===== src/rtl/div_seq_ctrl_pkg.sv =====
// Shared constants, state encodings and helpers for the multi-cycle DIV/DIVU unit.
// Used by the handshake interface, the iteration step and the sequencer.
package div_seq_ctrl_pkg;

  localparam int DATA_W    = 32;
  localparam int STEPS     = DATA_W;
  localparam int DIV_STEPS = STEPS;
  localparam int DIV_CNT_W = 6;

  typedef enum logic [1:0] {
    DIV_IDLE   = 2'b00,
    DIV_BYZERO = 2'b01,
    DIV_ON     = 2'b10,
    DIV_END    = 2'b11
  } div_state_t;

  localparam logic DivResultReady    = 1'b1;
  localparam logic DivResultNotReady = 1'b0;
  localparam logic DivStart          = 1'b1;
  localparam logic DivStop           = 1'b0;

  // Two's-complement magnitude; 0x80000000 maps to itself, which is correct as unsigned.
  function automatic logic [DATA_W-1:0] abs_val(input logic [DATA_W-1:0] v);
    return v[DATA_W-1] ? -v : v;
  endfunction

endpackage


===== src/rtl/div_seq_ctrl_if.sv =====
// Request/result handshake between the EX stage (master) and the divider (slave).
interface div_seq_ctrl_if import div_seq_ctrl_pkg::*; ();

  logic                start_i;
  logic                annul_i;
  logic                signed_div_i;
  logic [DATA_W-1:0]   opdata1_i;
  logic [DATA_W-1:0]   opdata2_i;
  logic [2*DATA_W-1:0] result_o;
  logic                ready_o;
  logic                busy_o;

  modport master (
    output start_i, annul_i, signed_div_i, opdata1_i, opdata2_i,
    input  result_o, ready_o, busy_o
  );

  modport slave (
    input  start_i, annul_i, signed_div_i, opdata1_i, opdata2_i,
    output result_o, ready_o, busy_o
  );

endinterface


===== src/rtl/div_seq_ctrl_step.sv =====
// One restoring-division iteration on the packed {remainder, quotient} register.
module div_seq_ctrl_step import div_seq_ctrl_pkg::*; (
  input  logic [2*DATA_W-1:0] work,
  input  logic [DATA_W-1:0]   divisor,
  output logic [2*DATA_W-1:0] work_next
);

  logic [DATA_W:0]   rem_shift;
  logic [DATA_W-1:0] diff;
  logic              fits;

  // The shifted partial remainder can need one extra bit before the trial subtract.
  assign rem_shift = work[2*DATA_W-1:DATA_W-1];
  assign fits      = rem_shift >= {1'b0, divisor};
  assign diff      = rem_shift[DATA_W-1:0] - divisor;

  assign work_next = fits ? {diff, work[DATA_W-2:0], 1'b1}
                          : {rem_shift[DATA_W-1:0], work[DATA_W-2:0], 1'b0};

endmodule


===== src/rtl/div_seq_ctrl.sv =====
// DIV/DIVU sequencer: accepts an operand pair, runs 32 restoring steps and returns
// {remainder, quotient}; stalls the pipeline while busy and honours EX flushes.
module div_seq_ctrl import div_seq_ctrl_pkg::*; (
  input  logic          clk,
  input  logic          rst,
  div_seq_ctrl_if.slave bus
);

  div_state_t           state_reg;
  logic [DIV_CNT_W-1:0] cnt_reg;
  logic [2*DATA_W-1:0]  work_reg;
  logic [2*DATA_W-1:0]  work_next;
  logic [DATA_W-1:0]    divisor_reg;
  logic                 signed_reg;
  logic                 sign1_reg;
  logic                 sign2_reg;
  logic [2*DATA_W-1:0]  result_reg;
  logic                 ready_reg;
  logic [DATA_W-1:0]    quo_fix;
  logic [DATA_W-1:0]    rem_fix;
  logic                 busy;
  logic                 accept;

  div_seq_ctrl_step u_step (
    .work      (work_reg),
    .divisor   (divisor_reg),
    .work_next (work_next)
  );

  assign accept = (bus.start_i == DivStart) && !bus.annul_i;

  // Quotient sign follows the operand-sign XOR, remainder follows the dividend.
  assign quo_fix = (signed_reg && (sign1_reg ^ sign2_reg)) ? -work_next[DATA_W-1:0]
                                                           : work_next[DATA_W-1:0];
  assign rem_fix = (signed_reg && sign1_reg) ? -work_next[2*DATA_W-1:DATA_W]
                                             : work_next[2*DATA_W-1:DATA_W];

  always_ff @(posedge clk) begin
    if (rst) begin
      state_reg   <= DIV_IDLE;
      cnt_reg     <= '0;
      work_reg    <= '0;
      divisor_reg <= '0;
      signed_reg  <= 1'b0;
      sign1_reg   <= 1'b0;
      sign2_reg   <= 1'b0;
      result_reg  <= '0;
      ready_reg   <= DivResultNotReady;
    end else begin
      case (state_reg)
        DIV_IDLE: begin
          result_reg <= '0;
          ready_reg  <= DivResultNotReady;
          if (accept) begin
            if (bus.opdata2_i == '0) begin
              state_reg <= DIV_BYZERO;
            end else begin
              state_reg   <= DIV_ON;
              cnt_reg     <= '0;
              signed_reg  <= bus.signed_div_i;
              sign1_reg   <= bus.opdata1_i[DATA_W-1];
              sign2_reg   <= bus.opdata2_i[DATA_W-1];
              work_reg    <= {{DATA_W{1'b0}},
                              bus.signed_div_i ? abs_val(bus.opdata1_i) : bus.opdata1_i};
              divisor_reg <= bus.signed_div_i ? abs_val(bus.opdata2_i) : bus.opdata2_i;
            end
          end
        end
        DIV_BYZERO: begin
          state_reg  <= DIV_END;
          result_reg <= '0;
          ready_reg  <= DivResultReady;
        end
        DIV_ON: begin
          if (bus.annul_i) begin
            state_reg  <= DIV_IDLE;
            result_reg <= '0;
            ready_reg  <= DivResultNotReady;
          end else begin
            work_reg <= work_next;
            cnt_reg  <= cnt_reg + DIV_CNT_W'(1);
            if (cnt_reg == DIV_CNT_W'(DIV_STEPS - 1)) begin
              state_reg  <= DIV_END;
              result_reg <= {rem_fix, quo_fix};
              ready_reg  <= DivResultReady;
            end
          end
        end
        DIV_END: begin
          // Result is held for as long as EX keeps the request asserted.
          if (bus.start_i == DivStop) begin
            state_reg  <= DIV_IDLE;
            result_reg <= '0;
            ready_reg  <= DivResultNotReady;
          end
        end
        default: state_reg <= DIV_IDLE;
      endcase
    end
  end

  always_comb begin
    busy = 1'b0;
    if (!bus.annul_i) begin
      case (state_reg)
        DIV_IDLE:           busy = (bus.start_i == DivStart);
        DIV_BYZERO, DIV_ON: busy = 1'b1;
        default:            busy = 1'b0;
      endcase
    end
  end

  assign bus.busy_o   = busy;
  assign bus.result_o = result_reg;
  assign bus.ready_o  = ready_reg;

endmodule


===== src/flat_wrapper.sv =====
// flat-port wrapper written by rule: the top's interface ports become plain ports
module div_seq_ctrl_flat import div_seq_ctrl_pkg::*;
  (clk, rst, bus_start_i, bus_annul_i, bus_signed_div_i, bus_opdata1_i, bus_opdata2_i, bus_result_o, bus_ready_o, bus_busy_o);
  div_seq_ctrl_if bus_i ();
  input  logic clk;
  input  logic rst;
  input wire logic [$bits(bus_i.start_i)-1:0] bus_start_i;
  input wire logic [$bits(bus_i.annul_i)-1:0] bus_annul_i;
  input wire logic [$bits(bus_i.signed_div_i)-1:0] bus_signed_div_i;
  input wire logic [$bits(bus_i.opdata1_i)-1:0] bus_opdata1_i;
  input wire logic [$bits(bus_i.opdata2_i)-1:0] bus_opdata2_i;
  output wire logic [$bits(bus_i.result_o)-1:0] bus_result_o;
  output wire logic [$bits(bus_i.ready_o)-1:0] bus_ready_o;
  output wire logic [$bits(bus_i.busy_o)-1:0] bus_busy_o;
  assign bus_i.start_i = bus_start_i;
  assign bus_i.annul_i = bus_annul_i;
  assign bus_i.signed_div_i = bus_signed_div_i;
  assign bus_i.opdata1_i = bus_opdata1_i;
  assign bus_i.opdata2_i = bus_opdata2_i;
  assign bus_result_o = bus_i.result_o;
  assign bus_ready_o = bus_i.ready_o;
  assign bus_busy_o = bus_i.busy_o;
  div_seq_ctrl u_core (.clk(clk), .rst(rst), .bus(bus_i));
endmodule

===== config.mk =====
export PLATFORM = sky130hd
export DESIGN_NAME = div_seq_ctrl_flat
export DESIGN_NICKNAME = d
export VERILOG_FILES = /design/src/rtl/div_seq_ctrl_pkg.sv /design/src/rtl/div_seq_ctrl_if.sv /design/src/rtl/div_seq_ctrl_step.sv /design/src/rtl/div_seq_ctrl.sv /design/src/flat_wrapper.sv
export SDC_FILE = /design/constraint.sdc
export NUM_CORES = 1
export LEC_CHECK = 0
export CORE_MARGIN = 2
export CORE_UTILIZATION = 57
export CTS_CLUSTER_DIAMETER = 200
export DETAILED_ROUTE_END_ITERATION = 7
export PLACE_DENSITY = 0.88
export SYNTH_ARGS = -nofsm -noshare
export SYNTH_HDL_FRONTEND = slang
export SYNTH_HIERARCHICAL = 1
export SYNTH_SLANG_ARGS = --single-unit

===== constraint.sdc =====
create_clock -name clk -period 6 [get_ports clk]
set_clock_uncertainty 0.1 [all_clocks]
set_input_delay 0.9 -clock clk [delete_from_list [all_inputs] [get_ports clk]]
set_output_delay 0.9 -clock clk [all_outputs]
set_load 0.01 [all_outputs]

==> impl_metrics.json <==
{
  "status": "finished with violations",
  "violations": "DRC",
  "fp.dieH_um": 146.1,
  "netlist_area_um2": 11510,
  "yosys_warnings": 6,
  "dr.pass1.iters": 8,
  "synth_fp_nets": 1619,
  "slew_headroom_pct": 20.00,
  "clk_pin_slew_ns": 0.07,
  "ys.flop_type": "dfxtp_1",
  "r2r_start": "u_core/divisor_reg[10]",
  "synth-edff-count": 0,
  "max_freq_mhz": 180.2,
  "synthArstFlopShare_pct": 0,
  "finalNetCount": 1669,
  "wl_um": 32270,
  "critPathLaunchType": "flip-flop",
  "rsz0062_at_grt": "false",
  "utilization_pct": 67.65,
  "clockBufferDepth": 2,
  "tritoncts": "built",
  "setup_viol": 0,
  "drt-initial-drc-count": 1307,
  "period_share_pct": 92.51,
  "rows": 51,
  "postCtsSetupRepairBufs": 0,
  "worstPathArrival_ns": 5.77,
  "io_pins": 135,
  "viasPerCell": 6.099,
  "die_w_um": 146.1,
  "crit_path_start": "u_core/divisor_reg[10]",
  "cts.sinks": 172,
  "gp_congestion": 0.9414,
  "critPathMaxFanout": 22,
  "path_cells": "inv_1 > ha_1 > nand4_1 > nor3_1 > o211ai_1 > nor4b_4 > o21ai_2 > a31oi_4 > o21a_4 > inv_2 > mux2_2 > or4_1 > or4_4 > or4b_4 > o41ai_2 > xor2_1 > o21ai_1",
  "h-tree-depth": 4,
  "grt_max_degree": 71,
  "start_util_pct": 58.58,
  "grt_pass1_vias": 10328,
  "yosysUniqueCellTypes": 77,
  "clockRootBuffer": "clkbuf_16",
  "fin_setup_tns_ns": 0,
  "grt_remaining_overflow": 0,
  "most-common-layout-cells": "227 x nand2_1, 172 x dfxtp_1, 150 x a21oi_1",
  "cts_hold_buf": 0,
  "holdCritStartpoint": "u_core/bus.result_o[60]",
  "path_delay_family": "simple AND/OR/NAND/NOR gates",
  "final_common_cell": "nand2_1",
  "cp.required_ns": 6.21,
  "die-area_um2": 21350,
  "vias": 11185,
  "synth-seq-cells": 172,
  "postRouteAntennaNets": 0,
  "grt_pass1_wl_um": 51650,
  "drive_above_1_share_pct": 6.628,
  "antenna_found_initial": 0,
  "avgSynthCellArea_um2": 7.645,
  "area_growth_pct": 15.49,
  "hold_class": "flip-flop to flip-flop",
  "portBuffers": 134,
  "ys_seq_area_share_pct": 29.91,
  "drc": 1,
  "diodes": 0,
  "critPathBufInv": 2,
  "cts_resized": 0,
  "finalHoldViolCount": 0,
  "routedWlPerCell_um": 17.59,
  "slowest_stage": "or4_1",
  "cpPeakStageDelay_ns": 0.67,
  "hpwl_um": 23980,
  "setup.worst_path.end_class": "flip-flop",
  "clk_latency_ns": 0.43,
  "worstMarginPinSlew_ns": 1.189,
  "cts_buffers": 17,
  "max_cap_violations": 0,
  "fp.coreArea_um2": 19650,
  "fin_crit_ns": 5.551,
  "slew_violations": 0,
  "path_class": "flip-flop to flip-flop",
  "syn_inst": 1506,
  "track_usage_pct": 29.29
}
==> cell usage after synthesis (22+ instances only) <==
library cell / number / area, um^2
a21oi_1: 150 / 750.7
a31oi_1: 22 / 137.6
buf_4: 32 / 240.2
clkbuf_1: 70 / 262.8
dfxtp_1: 172 / 3443
ha_1: 43 / 538.0
inv_1: 61 / 229.0
nand2_1: 227 / 852.1
nor2_1: 113 / 424.2
nor3_1: 28 / 140.1
o21ai_0: 112 / 560.5
o31ai_1: 23 / 172.7
xnor2_1: 86 / 753.2
xor2_1: 61 / 534.3
==> logic make-up (layout without fill, tap and decap cells) <==
kind of cell             count (synthesis)  count (layout)  synth area share, %
XOR/XNOR                               147             147                11.18
flip-flops                             172             172                29.91
multiplexers                            39              39                3.999
adder cells (fa/ha/maj)                 44              44                4.847
AO/OA/AOI/OAI                          417             417                21.95
buffers and inverters                  175             238                7.042
AND/OR/NAND/NOR                        512             512                21.07
==> worst paths after layout <==
kind	slack, ns	cells after the start	to
worst max-delay path	0.45	17	u_core/bus.result_o[60]
worst min-delay path	0.35	2	u_core/bus.result_o[60]
worst max register to register	0.45	17	u_core/bus.result_o[60]
worst min register to register	0.35	2	u_core/bus.result_o[60]
==> stage by stage <==
step,hold slack (ns),instances,instance area [um^2],setup slack [ns]
6_report,0.3514,1834,13300,0.4495
3_3_place_gp,0.3339,1802,12710,0.6851
4_1_cts,0.3585,1834,13300,0.4843
3_5_place_dp,0.3412,1802,12710,0.5053
5_1_grt,0.3828,1834,13300,0.1150
2_1_floorplan,0.3322,1506,11510,1.058
==> layout make-up <==
class,count,area (um^2)
clock buffers,17,425.4
multi-input cells,1159,7296
flip-flops and latches,172,3443
well taps,265,331.6
clock inverters,15,156.4
repair buffers,144,1411
fillers,1656,6357
inverters,62,232.7
==> layer usage <==
layer	vias to the layer above	global-route usage (%)	part of all wire [%]
met5	-	0	0
met2	552	47.83	46
met1	5205	39.59	43
met3	78	4.906	8.8
met4	0	9.466	2.4
li1	5350	-	-
==> worst min-delay path: cells and delay by family (launching register included) <==
family	cells	cell delay (ns)
DFF	1	0.31
and+or+nand+nor	1	0.05
AOI/OAI and AO/OA	1	0.05
Power is not shown: default switching activity piles up to over one toggle a cycle in this logic, so the estimate is an artifact.
